$ cat src/rtl/spi_cmd_controller.sv
// Command/register controller behind a byte-level SPI slave.
// Decodes a command byte per SS frame, then sequences config writes or register/status reads.
module spi_cmd_controller #(
   parameter int          ADDR_W  = 4,
   parameter int          NUM_RW  = 8,
   parameter logic [7:0]  RST_VAL = 8'h00
) (
   input  logic                                  SCLK,
   input  logic                                  RESET,
   input  logic                                  SS,
   input  logic [7:0]                            rx_data,
   input  logic                                  rx_valid,
   input  logic [8*((1<<ADDR_W)-NUM_RW)-1:0]     status_in,
   output logic [7:0]                            tx_data,
   output logic [8*NUM_RW-1:0]                   cfg_out,
   output logic                                  wr_strobe,
   output logic [ADDR_W-1:0]                     wr_addr,
   output logic                                  busy,
   output logic                                  err
);

   localparam int DEPTH = 1 << ADDR_W;
   localparam logic [ADDR_W:0] NUM_RW_W = (ADDR_W+1)'(NUM_RW);

   typedef enum logic [1:0] {IDLE, WR_DATA, RD_TURN, RD_DATA} state_t;

   state_t              state_reg, state_next;
   logic [ADDR_W-1:0]   addr_reg, addr_next;
   logic                inc_reg, inc_next;
   logic [7:0]          tx_reg, tx_next;
   logic                err_reg, err_next;
   logic                wr_strobe_reg, wr_strobe_next;
   logic [ADDR_W-1:0]   wr_addr_reg, wr_addr_next;
   logic                wr_en;

   logic [8*DEPTH-1:0]  space_flat;
   logic [ADDR_W-1:0]   addr_inc;
   logic [7:0]          rd_cmd, rd_inc;
   logic                addr_rw;

   // Whole address space as one flat byte vector: config regs below NUM_RW, status above.
   genvar gi;
   generate
      for (gi = 0; gi < DEPTH; gi++) begin : g_byte
         if (gi < NUM_RW) begin : g_rw
            logic [7:0] cfg_reg;
            always_ff @(posedge SCLK or posedge RESET) begin
               if (RESET)
                  cfg_reg <= RST_VAL;
               else if (wr_en && addr_reg == ADDR_W'(gi))
                  cfg_reg <= rx_data;
            end
            assign space_flat[8*gi +: 8] = cfg_reg;
            assign cfg_out[8*gi +: 8]    = cfg_reg;
         end else begin : g_ro
            assign space_flat[8*gi +: 8] = status_in[8*(gi-NUM_RW) +: 8];
         end
      end
   endgenerate

   assign addr_inc = addr_reg + ADDR_W'(1);
   assign rd_cmd   = space_flat[{rx_data[ADDR_W-1:0], 3'b000} +: 8];
   assign rd_inc   = space_flat[{addr_inc, 3'b000} +: 8];
   assign addr_rw  = ({1'b0, addr_reg} < NUM_RW_W);

   always_comb begin
      state_next     = state_reg;
      addr_next      = addr_reg;
      inc_next       = inc_reg;
      tx_next        = tx_reg;
      err_next       = err_reg;
      wr_strobe_next = 1'b0;
      wr_addr_next   = wr_addr_reg;
      wr_en          = 1'b0;
      if (SS) begin
         state_next = IDLE;
         tx_next    = 8'h00;
      end else if (rx_valid) begin
         case (state_reg)
            IDLE: begin
               addr_next = rx_data[ADDR_W-1:0];
               inc_next  = rx_data[6];
               if (rx_data[7]) begin
                  state_next = WR_DATA;
               end else begin
                  state_next = RD_TURN;
                  tx_next    = rd_cmd;
               end
            end
            WR_DATA: begin
               if (addr_rw) begin
                  wr_en          = 1'b1;
                  wr_strobe_next = 1'b1;
                  wr_addr_next   = addr_reg;
               end else begin
                  err_next = 1'b1;
               end
               if (inc_reg)
                  addr_next = addr_inc;
            end
            // Turnaround and data bytes behave alike: the load lands two bytes later on MISO.
            RD_TURN, RD_DATA: begin
               if (inc_reg) begin
                  addr_next = addr_inc;
                  tx_next   = rd_inc;
               end
               state_next = RD_DATA;
            end
            default: state_next = IDLE;
         endcase
      end
   end

   always_ff @(posedge SCLK or posedge RESET) begin
      if (RESET) begin
         state_reg     <= IDLE;
         addr_reg      <= '0;
         inc_reg       <= 1'b0;
         tx_reg        <= 8'h00;
         err_reg       <= 1'b0;
         wr_strobe_reg <= 1'b0;
         wr_addr_reg   <= '0;
      end else begin
         state_reg     <= state_next;
         addr_reg      <= addr_next;
         inc_reg       <= inc_next;
         tx_reg        <= tx_next;
         err_reg       <= err_next;
         wr_strobe_reg <= wr_strobe_next;
         wr_addr_reg   <= wr_addr_next;
      end
   end

   assign tx_data   = tx_reg;
   assign wr_strobe = wr_strobe_reg;
   assign wr_addr   = wr_addr_reg;
   assign err       = err_reg;
   assign busy      = (state_reg != IDLE);

endmodule

$ cat config.mk
export PLATFORM = sky130hd
export DESIGN_NAME = spi_cmd_controller
export DESIGN_NICKNAME = d
export VERILOG_FILES = /design/src/rtl/spi_cmd_controller.sv
export SDC_FILE = /design/constraint.sdc
export NUM_CORES = 1
export LEC_CHECK = 0
export ABC_AREA = 1
export CAP_MARGIN = 20
export CORE_ASPECT_RATIO = 0.7
export CORE_MARGIN = 2
export CORE_UTILIZATION = 31
export CTS_CLUSTER_SIZE = 10
export DETAILED_ROUTE_END_ITERATION = 16
export PLACE_DENSITY = 0.67
export SETUP_SLACK_MARGIN = 0.02
export SLEW_MARGIN = 20
export SYNTH_ARGS = -nofsm -noshare
export SYNTH_HDL_FRONTEND = slang
export SYNTH_SLANG_ARGS = --single-unit
$ cat constraint.sdc
create_clock -name SCLK -period 3.2 [get_ports SCLK]
set_input_delay 0.8 -clock SCLK [delete_from_list [all_inputs] [get_ports SCLK]]
set_output_delay 0.8 -clock SCLK [all_outputs]
set_load 0.01 [all_outputs]
# == After elaboration in Yosys (flattened, before gate mapping) ==
# Index checks and enable logic that the tools add are counted.
# word_totals
inputBits,76
out_inout_bits,79
regBits,85
# classes
bitwise,2
eq_ne,13
order_cmp,1
addsub,1
n_reduce_logical,21
mux,15
n_shift,2
# op_table
cell,count
$shiftx A128 B8 Y8,2
$mux W8,4
$eq A4 B3 Y1 const B,4
$pmux W8 S2,1
$reduce_and A4 Y1,3
$eq A4 B2 Y1 const B,2
$logic_and A1 B1 Y1,8
$pmux W4 S2,1
$mux W2,3
$ne A3 B3 Y1 const B,2
$reduce_and A3 Y1,2
$add A4 B1 Y4 const B,1
$eq A2 B2 Y1 const B,2
$eq A4 B1 Y1 const B,1
$logic_not A4 Y1,1
$lt A4 B4 Y1 const B,1
$mux W1,4
$mux W4,1
$pmux W2 S2,1
$reduce_bool A2 Y1,2
$reduce_bool A3 Y1,1
$reduce_or A3 Y1,1
$eq A2 B1 Y1 const B,1
$logic_not A2 Y1,1
4 further kinds,5

# == Longest topological paths before layout ==
# logic_depth
word_depth,6
mapped_depth,12
depth_no_buf,11

# == Worst setup path after synthesis ==
# OpenSTA, ideal clock, no wires.
# synth_path
kind,in2reg
startpoint,in SS
endpoint,reg g_byte[5].g_rw.cfg_reg[0]
arrival_ps,1775
setup_ps,127
cell_stages,9
required_time_ps,3073
slack_ps,1299
n_path_buf,1
cell_sequence,inv_1 nand2_1 nor2_4 nand2_4 nor2_4 nand2_2 buf_2 nand2_1 o21ai_1
# synth_between
elab_chain_len,2
# synth_rtl
element,line_no,source
from (decl),10,"input logic SS,"
$mux W1,75,if (SS) begin
$logic_and A1 B1 Y1,50,else if (wr_en && addr_reg == ADDR_W'(gi))
to (signal assigned),51,cfg_reg <= rx_data;
to (decl),46,logic [7:0] cfg_reg;
# Every way passes these cells.
# A chain may end at the register's enable or synchronous reset.

# == Worst setup path in the final report ==
# layout_path
startpoint,reg state_reg[1]
endpoint,out busy
# layout_between
elab_chain_len,1
# layout_rtl
element,line_no,source
from (decl),27,"state_t state_reg, state_next;"
from (signal assigned),124,state_reg <= state_next;
$reduce_bool A2 Y1,138,assign busy = (state_reg != IDLE);
to (decl),18,"output logic busy,"
# Every way passes these cells.

==> reports/metrics.csv <==
metric,value,unit
Final #Nets,835,
io pins,155,
mux cell area share after synthesis,0,
Starting Density,0.315,
overall power,3980,µW
max reg flops,64,
crit share post-route,0.822,
initial antenna violation count,0,
HP Class,reg -> reg,
Die W,150,µm
hold-fix buffers at CTS,0,
All-Layer GR Usage,0.219,
global-route wire length before repair,26500,µm
Core Rows,37,
"Distinct cells, synth",24,
Num CTS Buffers,9,
Final Max Tran Viols,0,
minimum clock period,2630,ps
Slew headroom,0.602,
post-synthesis cell count,609,
core box area,14600,µm²
Sink Count,85,
Worst Hold Depth,1,
Crit. End Element,output port,
die area,15800,µm²
Max rail drop VDD,0.307,mV
"Hold Vio Cnt, Final",0,
Post-CTS Setup Inserts,0,
final instance area,6660,µm²
wire per inst,18.0,µm
clock latency on the worst-skew pair,340,ps
DR iter-0 viols,551,
number of global-route vias before repair,4603,
Total Wirelength,17200,µm
complex-gate fraction of the synthesized area,0.0953,
worst-case hold path end point,err$_DFFE_PP0P_,
Synth Register Bits,85,
fillers,1423,
number of gates resized after CTS,0,
combinational share of power,0.339,
setup_tns,0,ps
synthesized area per cell,7.55,µm²
max cap viols,0,
startpoint class of the critical path,register,
status,"complete, no violations",
PwrDens,597,nW/µm²
Worst-path clk slew,60,ps
CTS tree,yes,
Crit Path Class,reg -> out,
RR Startpoint,state_reg[1]$_DFFE_PP0P_,
RSZ-0062 raised after global routing,false,
Vias/cell,5.24,
Synth Cell Area,4600,µm²
Pint,2650,µW
Critical Path AT,1830,ps
skew final,4.70,ps
Worst R2R Setup Slack,980,ps
placer's final routability congestion estimate,0.877,
synthesized-area fraction occupied by adder cells,0.0109,
Hold Crit Start,err$_DFFE_PP0P_,
Peak Freq,380,MHz
synth warn,0,
Seq. cell area,2130,µm²
CTS max path bufs,2,
1st-pass router iterations,5,
NetSw,1330,µW
H-tree Lvls,3,
Net Sw Frac,0.335,
Worst Tran Pin Value,595,ps
CP required,2400,ps
Synth Area in XOR/XNOR,0.00381,
largest net degree at the start of global routing,57,
crit path max fanout,11,
Post-Synthesis Net Count,689,
Sequential Power Share,0.379,
reg2reg path depth,10,
Area after DPL,6340,µm²
total gr overflow,0,
post-route ant nets,0,
total number of vias,4997,
setup violators final,0,
IO buf count,154,
Remaining DRCs,0,
layout cell share with drive strength beyond 1,0.0685,
Post-Synth Simple-Gate Area,0.369,
# diodes,0,
post-detail-place hpwl,12600,µm
sequential share of the synthesized area,0.463,
area of the multi-input gates,2210,µm²
leak pwr,0.00287,µW
die height,106,µm
Clk Tree Root Cell,clkbuf_16,
largest family of logic cells by synthesized area,simple AND/OR/NAND/NOR gates,
r2r endpoint,tx_data[7]$_DFFE_PP0P_,
Area Growth Syn to Fin,44.9,%
clock share of power,0.282,
==> metrics by stage <==
stage	setup slack, ps	utilization	hold WS (ps)	cells
floorplan	207	-	453	609
global placement	456	0.435	459	939
detailed placement	441	0.435	453	939
CTS	576	0.457	466	954
global route	462	0.457	485	954
finish	570	0.457	463	954
==> kinds of logic after synthesis <==
family	after synthesis
fa+ha+maj	4
buf+inv	54
flops	85
simple gates	379
compound gates	85
xor+xnor	2
==> area by class of cell <==
cell class              count  area share
clock buffers              11      0.0364
repair buffers            168       0.253
multi-input cells         470       0.332
clock inverters             4      0.0109
inverters                  21      0.0120
well taps                 195      0.0366
flip-flops and latches     85       0.319
==> worst max path at each step <==
stage                     cells after the start                      end                     start
after global routing                          3                     busy  state_reg[1]$_DFFE_PP0P_
after global placement                       10   tx_data[7]$_DFFE_PP0P_                rx_data[1]
final                                         3                     busy  state_reg[1]$_DFFE_PP0P_
after floorplan                               1  addr_reg[0]$_DFFE_PP0P_                     RESET
after CTS                                     3                     busy  state_reg[1]$_DFFE_PP0P_
after detailed placement                     10   tx_data[7]$_DFFE_PP0P_                rx_data[1]
==> power groups by stage <==
stage	combinational [µW]	clock, µW	sequential (µW)
floorplan	587	0	1530
global placement	1330	0	1520
detailed placement	1340	0	1520
CTS	1350	1130	1500
global route	1480	1170	1530
finish	1350	1120	1510
==> critical path, cell delays in order, from the launching register on <==
cell	delay [ps]
dfrtp_1	650
nor2_4	120
inv_1	150
clkdlybuf4s50_1	560
==> layout by cell type (no fill, tap or decap), drive strengths merged <==
cell type and n:
o21ai 78, nand3 165, a21oi 3, clkbuf 11, o211ai 2, clkdlybuf4s50 154
nand2 205, clkinv 2, buf 14, dfrtp 85, clkinvlp 1, a21o 1
bufinv 2, ha 4, o22ai 1, xor2 2, inv 20, nand4 3
nor2 6
==> cells in the mapped netlist (all sizes together) <==
library cell | count | area share
nand2 | 205 | 0.17
nand3 | 165 | 0.18
dfrtp | 85 | 0.46
o21ai | 78 | 0.086
buf | 26 | 0.036
inv | 21 | 0.017
clkbuf | 7 | 0.0057
nor2 | 6 | 0.0098
ha | 4 | 0.011
a21oi | 3 | 0.0033
nand4 | 3 | 0.0041
o211ai | 2 | 0.0033
xor2 | 2 | 0.0038
a21o | 1 | 0.0016
o22ai | 1 | 0.0014
==> routing by layer <==
layer	up-vias	GRT usage	share of wire
li1	2349	-	-
met1	2415	0.344	0.49
met2	223	0.300	0.41
met3	10	0.0584	0.089
met4	0	0.0347	0.0077
met5	-	0	0
Note: power is estimated with default switching activity, not from simulation.
